**config.mk**
```make
export PLATFORM = sky130hd
export DESIGN_NAME = xor_decrypt_receiver
export DESIGN_NICKNAME = d
export VERILOG_FILES = /design/src/rtl/xor_decrypt_receiver.sv
export SDC_FILE = /design/constraint.sdc
export NUM_CORES = 1
export LEC_CHECK = 0
export ABC_AREA = 1
export CAP_MARGIN = 20
export CORE_MARGIN = 2
export CORE_UTILIZATION = 50
export CTS_CLUSTER_DIAMETER = 150
export CTS_CLUSTER_SIZE = 14
export DETAILED_ROUTE_END_ITERATION = 8
export PLACE_DENSITY = 0.8
export SLEW_MARGIN = 5
export SYNTH_ARGS = -nofsm -noshare
export SYNTH_HDL_FRONTEND = slang
export SYNTH_SLANG_ARGS = --single-unit
```
**constraint.sdc**
```tcl
create_clock -name iClk -period 6.48 [get_ports iClk]
set_clock_uncertainty 0.1 [all_clocks]
set_input_delay 1.296 -clock iClk [delete_from_list [all_inputs] [get_ports iClk]]
set_output_delay 1.296 -clock iClk [all_outputs]
set_load 0.01 [all_outputs]
```
**src/rtl/xor_decrypt_receiver.sv**
```systemverilog
// Serial XOR-decrypting receiver: shifts in a key and a flagged ciphertext frame,
// then XORs the frame with the replicated key and reports valid/error pulses.
module xor_decrypt_receiver #(
   parameter int MSG_SIZE = 64,
   parameter int KEY_SIZE = 8
) (
   input  logic                      iClk,
   input  logic                      iRst,
   input  logic                      iEn,
   input  logic                      iSerial_in,
   input  logic                      iSerial_flag,
   input  logic                      iKey_in,
   input  logic                      iLoad_key,
   output logic [MSG_SIZE-1:0]       oPlaintext,
   output logic                      oValid,
   output logic                      oError,
   output logic                      oKey_ready,
   output logic [$clog2(MSG_SIZE):0] oBit_counter
);

   localparam int CNT_W  = $clog2(MSG_SIZE) + 1;
   localparam int KCNT_W = $clog2(KEY_SIZE) + 1;
   localparam int REPS   = MSG_SIZE / KEY_SIZE;

   localparam logic [CNT_W-1:0]  MSG_LAST = CNT_W'(MSG_SIZE - 1);
   localparam logic [KCNT_W-1:0] KEY_FULL = KCNT_W'(KEY_SIZE);

   typedef enum logic [1:0] {IDLE, RECV, DECRYPT, HOLD} state_t;

   state_t              state;
   logic [MSG_SIZE-1:0] frame_reg;
   logic [KEY_SIZE-1:0] key_reg;
   logic [KCNT_W-1:0]   key_count;
   logic                key_loading;

   // A fresh load burst (iLoad_key rising) restarts the count so a partial reload never looks complete
   always_ff @(posedge iClk or posedge iRst) begin
      if (iRst) begin
         key_reg     <= '0;
         key_count   <= '0;
         key_loading <= 1'b0;
      end else if (iEn) begin
         key_loading <= iLoad_key;
         if (iLoad_key) begin
            key_reg <= (key_reg << 1) | KEY_SIZE'(iKey_in);
            if (!key_loading)
               key_count <= KCNT_W'(1);
            else if (key_count != KEY_FULL)
               key_count <= key_count + 1'b1;
         end
      end
   end

   assign oKey_ready = (key_count == KEY_FULL);

   always_ff @(posedge iClk or posedge iRst) begin
      if (iRst) begin
         state        <= IDLE;
         frame_reg    <= '0;
         oPlaintext   <= '0;
         oValid       <= 1'b0;
         oError       <= 1'b0;
         oBit_counter <= '0;
      end else begin
         oValid <= 1'b0;
         oError <= 1'b0;
         if (iEn) begin
            unique case (state)
               IDLE: begin
                  if (iSerial_flag) begin
                     frame_reg    <= {frame_reg[MSG_SIZE-2:0], iSerial_in};
                     oBit_counter <= CNT_W'(1);
                     state        <= RECV;
                  end
               end
               RECV: begin
                  if (iSerial_flag) begin
                     frame_reg    <= {frame_reg[MSG_SIZE-2:0], iSerial_in};
                     oBit_counter <= oBit_counter + 1'b1;
                     if (oBit_counter == MSG_LAST)
                        state <= DECRYPT;
                  end else begin
                     oError       <= 1'b1;
                     oBit_counter <= '0;
                     state        <= IDLE;
                  end
               end
               DECRYPT: begin
                  if (oKey_ready) begin
                     oPlaintext <= frame_reg ^ {REPS{key_reg}};
                     oValid     <= 1'b1;
                  end else begin
                     oError <= 1'b1;
                  end
                  oBit_counter <= '0;
                  state        <= iSerial_flag ? HOLD : IDLE;
               end
               // Excess bits of an overlong frame are swallowed here, never starting a new frame
               HOLD: begin
                  if (!iSerial_flag)
                     state <= IDLE;
               end
               default: state <= IDLE;
            endcase
         end
      end
   end

endmodule

```
==> qor.csv, run 1 <==
stage;metric;value;unit
route;drtIter0Drc;339;
route;via_per_inst;4.95;
floorplan;rows;42;
clock_tree;hold_buffers;0;
clock_tree;clockBufferDepth;2;
placed_design;port_buffers;80;
yosys;synth_common_cells;dfrtp_1 (152), nor2_1 (106), nand2_1 (72);
hold_path;hp-start;oPlaintext[17]$_DFFE_PP0P_;
global_routing;grt_pass1_wl;21.9;mm
yosys;syn-cell-area;6790;um2
power;leakage;0.00373;uW
route;drt-total-wl;13.2;mm
yosys;synth_top_family_by_area;compound AO/OA/AOI/OAI gates;
worst_setup_path;cp.arrival;1900;ps
floorplan;io_pins;81;
global_routing;grt_max_degree;129;
timing;timing.fmax;303;MHz
hold_path;worstHoldPathType;flip-flop to flip-flop;
worst_setup_path;end_kind;primary output;
timing;worst_pin_slew;940;ps
yosys;synth-compound-area-share;15.2;%
yosys;netlist.area_leader.share;56.0;%
yosys;ys_async_sr_fraction;100;%
worst_setup_path;cpMostUsedCell;inv_1;
yosys;ys_seq_area_share;56.0;%
worst_setup_path;path_cells;inv_1 > ha_1 > nand3_2 > inv_1 > clkdlybuf4s50_1;
yosys;synth_edf_count;0;
yosys;syn_inst;672;
clock_tree;clk_latency;420;ps
route;ant_nets;0;
clock_tree;cts_resized;0;
layout;area_growth;22.0;%
yosys;synth_nets;687;
worst_setup_path;required;5080;ps
worst_setup_path;cp_max_fo;5;
yosys;synth.most_common_cell;dfrtp_1;
yosys;ys_warn_count;0;
timing;period_minus_slack;3300;ps
layout;fillers;1053;
clock_tree;h-tree-depth;4;
floorplan;dieArea;14500;um2
worst_setup_path;worst_path_max_delay_cell;clkdlybuf4s50_1;
yosys;synth_cell_types;26;
clock_tree;post-cts-setup-buffers;0;
timing;slew_viol_final;0;
global_routing;antenna_found_initial;0;
clock_tree;cts_buffers;17;
timing;rsz0062_at_grt;no;
timing;slew_headroom;37.3;%
worst_setup_path;critPathTopFamily;buffers and inverters;
yosys;synth_flop_cell;dfrtp_1;
placed_design;routabilityCongestion;0.843;
worst_setup_path;slowest_delay;530;ps
yosys;synth.avg_cell_area;10.1;um2
yosys;synth_top_cell_by_area;dfrtp_1;
power;powerDensity;404;nW/um2
global_routing;grt_pass1_vias;4463;
route;dr.pass1.iters;6;
route;drc;0;
floorplan;fp.dieH;121;um
yosys;synth.mux.area_fraction;0;%
global_routing;grt_use_total;19.4;%
timing;hold_viol;0;
floorplan;initial_core_util;51.2;%
clock_tree;clkTransAtPathRegs;60;ps
timing;setup_viol;0;
placed_design;dp_hpwl;8.39;mm
layout;antennaDiodeCount;0;
yosys;synthTopCellsByArea;dfrtp_1 (56%), a21oi_2 (8.4%), xnor2_1 (8.3%), nor2_1 (5.9%), nand2_1 (4.0%);
power;ir_drop;0.000200;V
timing;fin_crit_sh;50.9;%
floorplan;design.core.area;13200;um2
layout;drive_gt1_share;14.8;%
global_routing;grt-ovfl-total;0;
timing;final.setup.tns;0;ps
yosys;synth_xor_area_share;8.39;%
clock_tree;clock-sinks;152;
worst_setup_path;startpoint_type;flip-flop;
worst_setup_path;cp-startpoint;key_count[0]$_DFFE_PP0P_;
route;via_count;4589;
floorplan;die_w;121;um
run;maxCapViolCount;0;
yosys;synthSimpleGateAreaFrac;11.3;%
worst_setup_path;critical_path_buf_inv_count;3;
worst_setup_path;r2r-start;state[0]$_DFFE_PP0P_;
power;p_total;3350;uW
worst_setup_path;critPathKind;flip-flop to primary output;
clock_tree;cts_tree;done;
status;outcome;completed;
yosys;synth_fa_ha_area_share;1.47;%
route;wire_per_inst;14.3;um
clock_tree;cts_root_buf;clkbuf_16;
layout;final_nets;753;
yosys;ys_ff_latch;152;
cell usage in the layout, fill, tap and decap left out:
master           instances
clkinv_4                 2
xor2_1                   1
inv_1                   56
nand2_1                 72
nand3_2                  1
nand3_1                 11
o21ai_1                  2
o21bai_1                 2
clkinvlp_4               1
o211ai_4                 1
clkdlybuf4s50_1         80
buf_16                   1
a21o_1                   1
bufinv_16                6
inv_2                    3
o21ai_0                 49
nor2_1                 106
clkbuf_8                 3
ha_1                     8
nand4_1                  1
xnor2_1                 64
nand2_2                  1
clkinv_2                 3
dfrtp_1                152
inv_6                    1
a21oi_2                 65
nor2_4                   2
a21oi_1                 34
buf_4                    4
nor3_1                   1
clkbuf_16               17
final timing paths:
kind | end | slack [ps] | cells after the start
worst max-delay path | oKey_ready | 3180 | 5
worst min register to register | oPlaintext[17]$_DFFE_PP0P_ | 410 | 2
max in group asynchronous | frame_reg[56]$_DFFE_PP0P_ | 3770 | 3
worst min-delay path | oPlaintext[17]$_DFFE_PP0P_ | 410 | 2
worst max register to register | frame_reg[12]$_DFFE_PP0P_ | 4290 | 7
min in group asynchronous | key_count[0]$_DFFE_PP0P_ | 1360 | 2
layer usage:
layer	up-vias	global-route usage [%]	share of wire, %
met1	2207	24.4	44
met4	0	8.07	1.7
met5	-	0	0
met3	18	4.76	4.3
li1	2269	-	-
met2	95	32.2	50
worst reg2reg max path, delay by kind of cell (launching register included):
kind,cells,cell delay (ps)
AND/OR/NAND/NOR,1,130
buffers and inverters,3,870
adder cells (fa/ha/maj),1,280
flip-flops,1,430
AO/OA/AOI/OAI,2,300
cell families after synthesis:
group,count (synthesis)
buffers and inverters,98
XOR/XNOR,65
AO/OA/AOI/OAI,154
AND/OR/NAND/NOR,195
flip-flops,152
adder cells (fa/ha/maj),8
power by group:
part / switching, uW / internal, uW / leakage, uW
logic: 441 / 355 / 0.00143
clock network: 374 / 752 / 0.000336
registers: 250 / 1180 / 0.00196
final cells by class:
type	instances	area (um2)	area share, %
clock buffers	20	467	5.64
repair buffers	85	858	10.4
flip-flops and latches	152	3800	45.9
clock inverters	12	220	2.66
multi-input cells	422	2480	30.0
inverters	60	230	2.78
well taps	176	220	2.66
stage by stage:
stage / util (%) / setup WS, ps / hold slack (ps) / cell area, um2 / instances
5_1_grt: 62.5 / 3080 / 435 / 8280 / 927
3_3_place_gp: 57.1 / 3150 / 394 / 7570 / 894
6_report: 62.5 / 3180 / 414 / 8280 / 927
3_5_place_dp: 57.1 / 3000 / 406 / 7570 / 894
2_1_floorplan: - / 991 / 373 / 6790 / 672
4_1_cts: 62.3 / 3160 / 419 / 8250 / 926
(Power assumes the default switching activity.)
==> inputs of run 2 (changes only) <==
PLACE_DENSITY = 0.83   (was 0.8)
clock period = 3 ns   (was 6.48 ns; I/O delays follow)
==> qor.csv, run 2 (synthesis gave the netlist of run 1 again) <==
stage;metric;value;unit;change
floorplan;initial_core_util;51.2;%;unchanged
layout;seq_area;3800;um2;unchanged
route;drc;0;;unchanged
route;via_count;4576;;-0.28%
layout;final_nets;754;;+0.13%
layout;drive_gt1_share;14.0;%;-0.74 points
power;combPwrFrac;25.7;%;+1.9 points
placed_design;preCtsSetupSlack;500;ps;-2500 ps
clock_tree;hold_buffers;0;;unchanged
floorplan;fp.dieH;121;um;unchanged
layout;mostFrequentLayoutCell;dfrtp_1;;
floorplan;io_pins;81;;unchanged
route;dr.pass1.iters;6;;unchanged
hold_path;worstHoldPathType;flip-flop to flip-flop;;
timing;whs;412;ps;-1.76 ps
power;leakage;0.00365;uW;-2.0%
route;drt-total-wl;13.1;mm;-1.1%
clock_tree;h-tree-depth;4;;unchanged
run;maxCapViolCount;0;;unchanged
timing;worst_pin_slew;808;ps;-132 ps
worst_setup_path;cp-startpoint;key_count[0]$_DFFE_PP0P_;;
power;ir_drop;0.000360;V;+80%
clock_tree;clkTransAtPathRegs;60;ps;about the same
timing;slew_headroom;45.9;%;+8.6 points
power;p_int;4410;uW;+93%
layout;layout_common_cells;dfrtp_1 (152), nor2_1 (106), clkdlybuf4s50_1 (80);;
layout;antennaDiodeCount;0;;unchanged
global_routing;grt_pass1_wl;21.5;mm;-1.7%
layout;area_growth;19.8;%;
global_routing;grt_max_degree;153;;+19%
timing;timing.fmax;381;MHz;
placed_design;routabilityCongestion;0.809;;-4.0%
clock_tree;clock-sinks;152;;unchanged
route;wire_per_inst;14.2;um;-0.82%
layout;multi_input_area;2480;um2;unchanged
placed_design;place_area;7630;um2;+0.84%
timing;slew_viol_final;0;;unchanged
route;drtIter0Drc;400;;+18%
clock_tree;cts_tree;done;;
worst_setup_path;end_kind;primary output;;
power;power_frac_seq;46.4;%;+3.8 points
floorplan;design.core.area;13200;um2;unchanged
worst_setup_path;critPathKind;flip-flop to primary output;;
power;switching_share;33.4;%;+1.6 points
hold_path;hp-start;oPlaintext[26]$_DFFE_PP0P_;;
floorplan;die_w;121;um;unchanged
route;via_per_inst;4.95;;about the same
power;powerDensity;814;nW/um2;+100%
clock_tree;cts_root_buf;clkbuf_16;;
clock_tree;clk_latency;420;ps;about the same
clock_tree;clockBufferDepth;2;;unchanged
timing;hold_viol;0;;unchanged
worst_setup_path;cp_max_fo;5;;unchanged
global_routing;antenna_found_initial;0;;unchanged
placed_design;port_buffers;80;;unchanged
power;clkPwrFrac;27.9;%;-5.7 points
timing;period_minus_slack;2620;ps;
power;p_switching;2210;uW;+110%
route;ant_nets;0;;unchanged
floorplan;dieArea;14500;um2;unchanged
timing;setup_slack;378;ps;-2800 ps
timing;setup_viol;0;;unchanged
layout;fillers;1072;;+1.8%
global_routing;grt_pass1_vias;4492;;+0.65%
global_routing;grt_use_total;19.1;%;-0.35 points
clock_tree;cts_buffers;17;;unchanged
floorplan;rows;42;;unchanged
worst_setup_path;r2r-start;state[1]$_DFFE_PP0P_;;
global_routing;grt-ovfl-total;0;;unchanged
worst_setup_path;startpoint_type;flip-flop;;
clock_tree;cts_resized;0;;unchanged
timing;fin_crit_sh;87.4;%;
layout;final_area;8130;um2;-1.8%
power;p_total;6620;uW;+98%
clock_tree;post-cts-setup-buffers;0;;unchanged
placed_design;dp_hpwl;8.40;mm;+0.10%
worst_setup_path;required;2300;ps;-2780 ps
worst_setup_path;cp.arrival;1920;ps;+20 ps
status;outcome;completed;;
timing;final.setup.tns;0;ps;unchanged
timing;rsz0062_at_grt;no;;
-- run 2: cell types whose count changed in the layout (fill, tap and decap cells not counted) --
cell       previous run  this run
bufinv_16             6         0
buf_12                0         4
clkbuf_1              0         3
buf_4                 4         2
clkinv_2              3         5
clkinv_4              2         0
buf_16                1         0
inv_6                 1         0
-- run 2: final timing paths --
path / end / slack, ps / cells after the start
min in group asynchronous: oPlaintext[36]$_DFFE_PP0P_ / 690 / 3
min reg2reg: oPlaintext[26]$_DFFE_PP0P_ / 410 / 2
max in group asynchronous: oBit_counter[6]$_DFFE_PP0P_ / 1570 / 3
min: oPlaintext[26]$_DFFE_PP0P_ / 410 / 2
max: oKey_ready / 380 / 5
max reg2reg: frame_reg[32]$_DFFE_PP0P_ / 780 / 6
-- run 2: layout make-up --
type	count	area share, %
clock buffer	23	5.88
clock inverter	5	0.308
inverter	60	2.82
multi-input combinational	422	30.5
sequential	152	46.8
tap	176	2.71
timing repair buffer	86	11.0
-- run 2: critical path, stage by stage (launching register included) --
cell and delay [ps]:
dfrtp_1 430, inv_1 120, ha_1 180, nand3_2 150, inv_1 80, clkdlybuf4s50_1 540
-- run 2: metrics by stage --
step           utilization (%)  cells
3_3_place_gp              57.6    896
4_1_cts                   61.4    924
5_1_grt                   61.4    924
6_report                  61.4    924
2_1_floorplan                -    672
3_5_place_dp              57.6    896
-- run 2: power by group through the flow --
stage	Clock [uW]	Combinational [uW]	Sequential, uW
after floorplan	0	1480	2910
after global placement	0	1620	3060
after detailed placement	0	1700	3100
after CTS	1880	1720	3070
after global routing	1960	1930	3140
final	1840	1700	3070
-- run 2: layer usage --
layer | up-vias | global-route usage (%) | part of all wire [%]
met2 | 126 | 31.7 | 50
met5 | - | 0 | 0
met1 | 2177 | 23.6 | 43
met3 | 14 | 6.08 | 5.8
li1 | 2259 | - | -
met4 | 0 | 6.69 | 1.4
==> inputs of run 3 (changes only) <==
CORE_UTILIZATION = 45   (was 50)
PLACE_DENSITY = 0.69   (was 0.83)
==> qor.csv, run 3 (synthesis gave the netlist of run 1 again) <==
stage;metric;value;unit;change
worst_setup_path;end_kind;primary output;;
layout;drive_gt1_share;15.0;%;+0.93 points
worst_setup_path;cp.arrival;1900;ps;-20 ps
power;ir_drop;0.000421;V;+17%
power;leakage;0.00367;uW;+0.59%
worst_setup_path;critPathKind;flip-flop to primary output;;
timing;timing.fmax;384;MHz;+0.72%
hold_path;worstHoldPathType;flip-flop to flip-flop;;
placed_design;dp_hpwl;8.83;mm;+5.1%
run;maxCapViolCount;0;;unchanged
floorplan;design.core.area;14600;um2;+11%
worst_setup_path;startpoint_type;flip-flop;;
clock_tree;clk_latency;420;ps;about the same
layout;layout_common_cells;dfrtp_1 (152), nor2_1 (106), clkdlybuf4s50_1 (80);;
clock_tree;cts_buffers;17;;unchanged
floorplan;initial_core_util;46.3;%;-4.9 points
worst_setup_path;cpMostUsedCell;inv_1;;
global_routing;antenna_found_initial;0;;unchanged
route;via_count;4570;;-0.13%
floorplan;die_w;127;um;+5.2%
hold_path;worstHoldPathCells;2;;unchanged
floorplan;dieArea;16100;um2;+11%
layout;area_growth;21.4;%;
route;via_per_inst;4.87;;-1.7%
worst_setup_path;reg2reg_depth;8;;+2
timing;final.setup.tns;0;ps;unchanged
floorplan;rows;44;;+4.8%
clock_tree;clkTransAtPathRegs;60;ps;about the same
global_routing;grt_max_degree;153;;unchanged
timing;setup_viol;0;;unchanged
global_routing;grt_pass1_vias;4568;;+1.7%
route;wire_per_inst;14.4;um;+1.9%
power;powerDensity;818;nW/um2;+0.47%
clock_tree;clock-sinks;152;;unchanged
status;outcome;completed;;
placed_design;port_buffers;80;;unchanged
placed_design;routabilityCongestion;0.860;;+6.3%
clock_tree;hold_buffers;0;;unchanged
timing;fin_crit_sh;86.8;%;-0.63 points
layout;final_util;56.3;%;-5.2 points
clock_tree;cts_root_buf;clkbuf_16;;
timing;hold_viol;0;;unchanged
floorplan;io_pins;81;;unchanged
clock_tree;cts_tree;done;;
worst_setup_path;cp_max_fo;5;;unchanged
global_routing;grt_use_total;17.9;%;-1.2 points
route;drtIter0Drc;305;;-24%
clock_tree;h-tree-depth;4;;unchanged
worst_setup_path;slowest_delay;530;ps;about the same
timing;slew_viol_final;0;;unchanged
route;drc;0;;unchanged
global_routing;grt_pass1_wl;22.5;mm;+4.7%
route;ant_nets;0;;unchanged
clock_tree;post-cts-setup-buffers;0;;unchanged
timing;worst_pin_slew;834;ps;+25.8 ps
route;drt-total-wl;13.6;mm;+3.6%
worst_setup_path;required;2300;ps;about the same
worst_setup_path;worst_path_max_delay_cell;clkdlybuf4s50_1;;
worst_setup_path;path_cells;inv_1 > ha_1 > nand3_2 > inv_1 > clkdlybuf4s50_1;;
layout;mostFrequentLayoutCell;dfrtp_1;;
layout;final_nets;757;;+0.40%
layout;antennaDiodeCount;0;;unchanged
timing;slew_headroom;44.4;%;-1.5 points
power;p_total;6740;uW;+1.8%
floorplan;fp.dieH;127;um;+5.2%
timing;rsz0062_at_grt;no;;
timing;period_minus_slack;2600;ps;-18.8 ps
clock_tree;cts_resized;0;;unchanged
route;dr.pass1.iters;5;;-1
global_routing;grt-ovfl-total;0;;unchanged
clock_tree;clockBufferDepth;2;;unchanged
-- run 3: changes by cell type in the layout (fill, tap and decap cells not counted), sizes merged --
cell,before,now
bufinv,0,1
clkbuf,23,20
buf,6,9
clkinvlp,1,7
-- run 3: metal layers --
layer / track usage (%) / vias to the layer above / wire (um)
met5: 0 / - / 0
met4: 6.46 / 0 / 203
met3: 4.81 / 19 / 523
met2: 30.1 / 81 / 6740
met1: 22.3 / 2211 / 6080
li1: - / 2259 / -
-- run 3: critical path: cells and delay by family (launching register included) --
| kind | cells | cell delay (ps) |
|---|---|---|
| buf+inv | 3 | 730 |
| fa+ha+maj | 1 | 160 |
| simple gates | 1 | 160 |
| flops | 1 | 430 |
-- run 3: path summary, 6_finish.rpt --
path / start / end / slack [ps]
min in group asynchronous: iRst / frame_reg[38]$_DFFE_PP0P_ / 640
max in group asynchronous: iRst / oPlaintext[7]$_DFFE_PP0P_ / 1520
max reg2reg: state[0]$_DFFE_PP0P_ / oBit_counter[4]$_DFFE_PP0P_ / 890
max: key_count[0]$_DFFE_PP0P_ / oKey_ready / 400
min: oPlaintext[21]$_DFFE_PP0P_ / oPlaintext[21]$_DFFE_PP0P_ / 410
min reg2reg: oPlaintext[21]$_DFFE_PP0P_ / oPlaintext[21]$_DFFE_PP0P_ / 410
-- run 3: layout make-up --
class	count	area, um2
Multi-Input combinational cell	422	2480
Inverter	60	229
Clock buffer	20	447
Clock inverter	12	104
Fill cell	1266	6410
Timing Repair Buffer	89	943
Tap cell	184	230
Sequential cell	152	3800
-- run 3: through the flow --
step                      hold slack (ps)  cells  setup slack, ps  cell area [um2]
after detailed placement              403    907              420             7690
after global placement                397    907              514             7690
final                                 412    939              397             8240
after CTS                             413    939              390             8240
after floorplan                       373    672              383             6790
after global routing                  434    939              322             8240
-- run 3: power by group --
group          leakage [uW]  internal (uW)  total [uW]  switching [uW]
clock              0.000254           1150        1970             818
sequential          0.00196           2540        3080             531
combinational       0.00146            768        1690             918
